<file path="src/rtl/dbg_print_port.sv">
//------------------------------------------------------------------------------
// Module      : dbg_print_port
// Description : Avalon-MM print port. Each channel decodes print command
//               words into CHAR / FIXED / DEC / CYCLES / STOP records. The
//               records go through a FIFO and leave on a valid/ready stream.
// Ports       : clk, reset_n (async, active low)
//               avs_address/write/writedata/read -> avs_readdata, avs_waitrequest
//               rec_valid/rec_ready, rec_kind, rec_chan, rec_data, rec_ts
//               done (sticky once a STOP record is accepted)
// Options     : define DBG_PRINT_PORT_TIMESTAMP_EN to store the cycle counter
//               with each record and present it on rec_ts (otherwise rec_ts=0).
// Revision    : 1.0 - initial release
//------------------------------------------------------------------------------
`default_nettype none

module dbg_print_port #(
    parameter int CHANNELS   = 4,
    parameter int FIFO_DEPTH = 16,
    parameter int CNT_W      = 32
) (
    input  logic                        clk,
    input  logic                        reset_n,
    input  logic [$clog2(CHANNELS)-1:0] avs_address,
    input  logic                        avs_write,
    input  logic [31:0]                 avs_writedata,
    input  logic                        avs_read,
    output logic [31:0]                 avs_readdata,
    output logic                        avs_waitrequest,
    output logic                        rec_valid,
    input  logic                        rec_ready,
    output logic [2:0]                  rec_kind,
    output logic [$clog2(CHANNELS)-1:0] rec_chan,
    output logic [31:0]                 rec_data,
    output logic [CNT_W-1:0]            rec_ts,
    output logic                        done
);

    localparam int AW = $clog2(CHANNELS);
    localparam int PW = $clog2(FIFO_DEPTH);
    localparam int LW = PW + 1;

    localparam logic [2:0] KIND_CHAR   = 3'd0;
    localparam logic [2:0] KIND_FIXED  = 3'd1;
    localparam logic [2:0] KIND_DEC    = 3'd2;
    localparam logic [2:0] KIND_CYCLES = 3'd3;
    localparam logic [2:0] KIND_STOP   = 3'd4;

    localparam logic [31:0] CMD_STOP   = 32'hFFFF_FFFF;
    localparam logic [31:0] CMD_FIXED  = 32'hFFFF_FFFE;
    localparam logic [31:0] CMD_DEC    = 32'hFFFF_FFFD;
    localparam logic [31:0] CMD_CYCLES = 32'hFFFF_FFFC;

    typedef enum logic [1:0] {
        ST_IDLE    = 2'd0,
        ST_ARG_FIX = 2'd1,
        ST_ARG_DEC = 2'd2
    } chan_state_t;

    typedef struct packed {
`ifdef DBG_PRINT_PORT_TIMESTAMP_EN
        logic [CNT_W-1:0] ts;
`endif
        logic [2:0]       kind;
        logic [AW-1:0]    chan;
        logic [31:0]      data;
    } rec_t;

    chan_state_t      state_q [CHANNELS];
    chan_state_t      state_d [CHANNELS];
    logic [CNT_W-1:0] cnt_q, cnt_d;
    logic             done_q, done_d;
    logic [PW-1:0]    wr_ptr_q, wr_ptr_d;
    logic [PW-1:0]    rd_ptr_q, rd_ptr_d;
    logic [LW-1:0]    count_q, count_d;
    logic [LW-1:0]    after_pop;
    rec_t             head_q, head_d;
    logic             valid_q, valid_d;
    logic [31:0]      rdata_q, rdata_d;
    rec_t             fifo_mem [FIFO_DEPTH];

    logic [CHANNELS-1:0] pend;
    logic                fifo_full;
    logic                wr_accept;
    logic                push;
    logic                pop;
    rec_t                push_rec;
    logic [31:0]         cnt32;

    // Waitrequest deliberately ignores rec_ready: a slot freed this cycle is
    // only offered to the writer on the next cycle.
    assign fifo_full       = (count_q == LW'(FIFO_DEPTH));
    assign avs_waitrequest = avs_write && fifo_full && !done_q;
    assign wr_accept       = avs_write && !avs_waitrequest;
    assign pop             = valid_q && rec_ready;
    assign cnt32           = 32'(cnt_q);

    for (genvar c = 0; c < CHANNELS; c++) begin : g_pend
        assign pend[c] = (state_q[c] != ST_IDLE);
    end

    // Command decode for the addressed channel.
    always_comb begin
        state_d       = state_q;
        done_d        = done_q;
        push          = 1'b0;
        push_rec      = '0;
        push_rec.chan = avs_address;
`ifdef DBG_PRINT_PORT_TIMESTAMP_EN
        push_rec.ts   = cnt_q;
`endif
        // After STOP every accepted write is swallowed without effect.
        if (wr_accept && !done_q) begin
            case (state_q[avs_address])
                ST_IDLE: begin
                    if (avs_writedata == CMD_STOP) begin
                        push          = 1'b1;
                        push_rec.kind = KIND_STOP;
                        done_d        = 1'b1;
                    end else if (avs_writedata == CMD_FIXED) begin
                        state_d[avs_address] = ST_ARG_FIX;
                    end else if (avs_writedata == CMD_DEC) begin
                        state_d[avs_address] = ST_ARG_DEC;
                    end else if (avs_writedata == CMD_CYCLES) begin
                        push          = 1'b1;
                        push_rec.kind = KIND_CYCLES;
                        push_rec.data = cnt32;
                    end else begin
                        push          = 1'b1;
                        push_rec.kind = KIND_CHAR;
                        push_rec.data = {24'b0, avs_writedata[7:0]};
                    end
                end
                // Argument words are taken raw, even if they look like commands.
                ST_ARG_FIX: begin
                    push                 = 1'b1;
                    push_rec.kind        = KIND_FIXED;
                    push_rec.data        = avs_writedata;
                    state_d[avs_address] = ST_IDLE;
                end
                ST_ARG_DEC: begin
                    push                 = 1'b1;
                    push_rec.kind        = KIND_DEC;
                    push_rec.data        = avs_writedata;
                    state_d[avs_address] = ST_IDLE;
                end
                default: state_d[avs_address] = ST_IDLE;
            endcase
        end
    end

    // FIFO bookkeeping. The head of the queue is kept in its own register so
    // the outputs are flop-driven and hold their last value when empty.
    always_comb begin
        count_d   = count_q + LW'(push) - LW'(pop);
        wr_ptr_d  = wr_ptr_q + PW'(push);
        rd_ptr_d  = rd_ptr_q + PW'(pop);
        after_pop = count_q - LW'(pop);
        valid_d   = (count_d != '0);
        head_d    = head_q;
        if (count_d != '0) begin
            // Nothing left behind the popped entry: the new push is the head.
            head_d = (after_pop == '0) ? push_rec : fifo_mem[rd_ptr_d];
        end
    end

    always_comb begin
        cnt_d   = cnt_q + CNT_W'(1);
        rdata_d = rdata_q;
        if (avs_read) begin
            if (avs_address == AW'(0)) begin
                rdata_d = {done_q, 7'b0, 8'(count_q), 16'(pend)};
            end else if (avs_address == AW'(1)) begin
                rdata_d = cnt32;
            end else begin
                rdata_d = '0;
            end
        end
    end

    always_ff @(posedge clk or negedge reset_n) begin
        if (!reset_n) begin
            for (int i = 0; i < CHANNELS; i++) begin
                state_q[i] <= ST_IDLE;
            end
            cnt_q    <= '0;
            done_q   <= 1'b0;
            wr_ptr_q <= '0;
            rd_ptr_q <= '0;
            count_q  <= '0;
            head_q   <= '0;
            valid_q  <= 1'b0;
            rdata_q  <= '0;
        end else begin
            state_q  <= state_d;
            cnt_q    <= cnt_d;
            done_q   <= done_d;
            wr_ptr_q <= wr_ptr_d;
            rd_ptr_q <= rd_ptr_d;
            count_q  <= count_d;
            head_q   <= head_d;
            valid_q  <= valid_d;
            rdata_q  <= rdata_d;
        end
    end

    // Storage needs no reset: contents are only read behind the count.
    always_ff @(posedge clk) begin
        if (push) begin
            fifo_mem[wr_ptr_q] <= push_rec;
        end
    end

    assign avs_readdata = rdata_q;
    assign rec_valid    = valid_q;
    assign rec_kind     = head_q.kind;
    assign rec_chan     = head_q.chan;
    assign rec_data     = head_q.data;
    assign done         = done_q;
`ifdef DBG_PRINT_PORT_TIMESTAMP_EN
    assign rec_ts       = head_q.ts;
`else
    assign rec_ts       = '0;
`endif

endmodule

`default_nettype wire
</file>
<file path="config.mk">
export PLATFORM = sky130hd
export DESIGN_NAME = dbg_print_port
export DESIGN_NICKNAME = d
export VERILOG_FILES = /design/src/rtl/dbg_print_port.sv
export SDC_FILE = /design/constraint.sdc
export NUM_CORES = 1
export LEC_CHECK = 0
export BUFFER_PORTS_ARGS = -buffer_cell sky130_fd_sc_hd__buf_2
export CAP_MARGIN = 10
export CELL_PAD_IN_SITES_DETAIL_PLACEMENT = 0
export CELL_PAD_IN_SITES_GLOBAL_PLACEMENT = 2
export CORE_ASPECT_RATIO = 0.7
export CORE_MARGIN = 10
export CORE_UTILIZATION = 40
export CTS_CLUSTER_DIAMETER = 150
export DETAILED_ROUTE_END_ITERATION = 6
export PLACE_DENSITY_LB_ADDON = 0.12
export SYNTH_ARGS = -nofsm -noshare
export SYNTH_HDL_FRONTEND = slang
export SYNTH_SLANG_ARGS = --single-unit
</file>
<file path="constraint.sdc">
create_clock -name clk -period 8.56 [get_ports clk]
set_input_delay 1.284 -clock clk [delete_from_list [all_inputs] [get_ports clk]]
set_output_delay 1.284 -clock clk [all_outputs]
set_load 0.03 [all_outputs]
</file>
==> results.toml <==
[routing]
met1Wirelength_microns = 38100
ant_nets = 0
met3WireLength_microns = 4770
via_count = 15200
wl_met2_microns = 36200
wl_per_cell_microns = 29.5
drt_iter0_markers = 1378
viasPerCell = 5.55
top_layer = "met5"
drt_first_pass_iters = 5
drc_errors = 0
wl_microns = 80600

[global_route]
grt_pass1_vias = 15400
grt_first_pass_wirelength_microns = 115000
grt.overflow.total = 0
antenna_found_initial = 2
grt_max_degree = 92
track_usage_pct = 19.1

[logic_synthesis]
synth-compound-area-share_pct = 3.26
synth-simple-area-share_pct = 3.89
synth_top_family_by_area = "multiplexers"
yosys.area_share.adder_pct = 0.802
synthMuxAreaShare_pct = 15.7
yosys_warnings = 0
synth_edf_count = 592
syn_area_per_cell_sq_um = 18.7
yosys_most_used_dff = "edfxtp_1"
synthCells = 1549
postSynth.asyncResetShare_pct = 17.3
synth_cell_types = 61
synth-seq-cells = 716
seq_area_frac_synth_pct = 72.0
netlist_area_sq_um = 29000
synth-xor-area-share_pct = 1.21

[finish]
stdcell_count = 2736
area_delta_synth_final_pct = 14.4
insertedDiodeCount = 0
nets = 1769
drive_gt1_share_pct = 27.7

[sta]
min_period_ns = 6.22
slew_violations = 0
slew_headroom_pct = 18.1
clock-skew-final_ns = 0.0271
fin_hold_ws_ns = 0.514
timing.setup.tns_ns = 0
hold_violations = 0
worst-slew-pin-transition_ns = 1.22
period_share_pct = 72.7
finalSetupViolCount = 0
rsz0062_at_grt = "false"
clock.fmax_ghz = 0.161

[placement]
gp_congestion = 0.760
dp.cells = 2600
io_buffers = 110
dpl.hpwl_microns = 47100

[die]
die_y_microns = 245
die_area_sq_um = 83900
num_io_pins = 143
die_x_microns = 342
coreArea_sq_um = 71700
rows = 82
start_util_pct = 40.5

[clock_network]
path_clk_slew_ns = 0.06
cts_resized = 0
cts_buffer_depth = 3
clock-sinks = 716
cts-root-buf = "clkbuf_16"
cts_max_level = 3
cts_buffers = 72
clk_latency_ns = 0.62
cts_tree = "yes"
cts_setup_buffers = 0
holdBufCountCts = 0

[worst_hold_path]
hp-class = "register to register"

[outcome]
outcome = "complete, no violations"

[flow_run]
max-cap-violations = 0

[setup_path]
required_ns = 9.06
worstPathMaxFanout = 38
crit_path_start_kind = "input pin"
timing_worst_setup_path_type = "input pin to register"
cp.arrival_ns = 6.72
worst_setup_path_end_kind = "register"

[power]
irDropWorstVdd_v = 0.000499
p_per_area_nw_per_um2 = 356
leakagePower_nw = 11.9
[cell families after synthesis]
| logic type | after synthesis |
|---|---|
| buffers and inverters | 188 |
| AND/OR/NAND/NOR | 213 |
| AO/OA/AOI/OAI | 144 |
| flip-flops | 716 |
| multiplexers | 229 |
| XOR/XNOR | 40 |
| other | 1 |
| adder cells (fa/ha/maj) | 18 |
[sequential cells by signal (all words and copies together) (netlist names), named ones only]
signal / cells
fifo_mem: 592
avs_readdata: 32
cnt32: 32
rec_data: 32
count_q: 5
rd_ptr_q: 4
wr_ptr_q: 4
rec_kind: 3
rec_chan: 2
done: 1
rec_valid: 1
[cell type report]
| class | instances | area [sq um] |
|---|---|---|
| clock buffers | 95 | 1980 |
| clock inverters | 37 | 293 |
| fillers | 6161 | 38500 |
| inverters | 75 | 282 |
| multi-input cells | 676 | 7510 |
| flip-flops and latches | 716 | 20900 |
| well taps | 966 | 1210 |
| repair buffers | 171 | 1040 |
[final timing paths]
kind                       slack [ns]  depth (start not counted)              from                to
min in group asynchronous        0.63                          1           reset_n  avs_readdata[28]
hold / removal                   0.51                          2  avs_readdata[22]  avs_readdata[22]
setup / recovery                 2.34                         17    avs_address[0]      rec_data[15]
max in group asynchronous        6.52                          2           reset_n  avs_readdata[12]
setup reg to reg                 3.30                         17        count_q[2]      rec_data[15]
hold reg to reg                  0.51                          2  avs_readdata[22]  avs_readdata[22]
[through the flow]
step	total power (W)	setup WS [ns]	utilization [%]	area, sq um
finish	0.0118	2.34	46.3	33200
global route	0.0124	2.02	46.3	33200
CTS	0.0120	2.37	46.2	33200
detailed placement	0.00889	1.73	43.1	30900
global placement	0.00884	1.86	43.1	30900
floorplan	0.00761	2.52	-	29100
[routing by layer]
| layer | up-vias | global-route usage [%] |
|---|---|---|
| li1 | 6443 | - |
| met1 | 8176 | 29.2 |
| met2 | 475 | 28.1 |
| met3 | 97 | 3.73 |
| met4 | 2 | 4.14 |
| met5 | - | 0 |
[where the power goes]
part / internal (W) / switching, W
Sequential: 0.00418 / 0.000195
Combinational: 0.00202 / 0.00234
Clock: 0.00175 / 0.00133
[layout by cell type (no fill, tap or decap), types with 13 or more instances in the layout]
master	instances
nor2_1	18
o21ai_1	25
mux2i_1	34
mux4_2	170
nand2_1	41
clkinv_2	14
dfrtp_1	124
a221o_1	25
inv_1	73
a21oi_1	22
xnor2_1	33
clkbuf_1	16
buf_2	109
conb_1	32
edfxtp_1	592
buf_4	59
nand3_1	44
o21ai_0	36
ha_1	15
mux2_2	18
clkinv_1	13
and3_1	33
clkbuf_16	74
[cells in the mapped netlist, types with 17 or more instances]
cell        n  area, sq um
buf_4      34          255
xnor2_1    33          289
ha_1       17          213
nand2_1    41          154
and3_1     33          206
edfxtp_1  592        17800
o21ai_0    51          255
nand3_1    44          220
nor2_1     31          116
inv_1      73          274
mux2_2     18          203
mux2i_1    34          340
dfrtp_1   124         3100
mux4_2    170         3830
a221o_1    25          250
a21oi_1    22          110
buf_2      18         90.1
clkbuf_1   47          176
[critical path, stage by stage]
cell	delay [ns]
buf_2	0.56
mux4_2	0.62
ha_1	0.25
nor3_4	0.17
buf_4	0.39
o21ai_0	0.31
ha_1	0.36
inv_1	0.04
ha_1	0.20
fa_1	0.40
xnor2_1	0.16
nor3_1	0.20
o211a_2	0.58
buf_4	0.42
nor2_2	0.12
buf_4	0.24
a221o_1	0.33
Power figures use the tool's default switching activity.
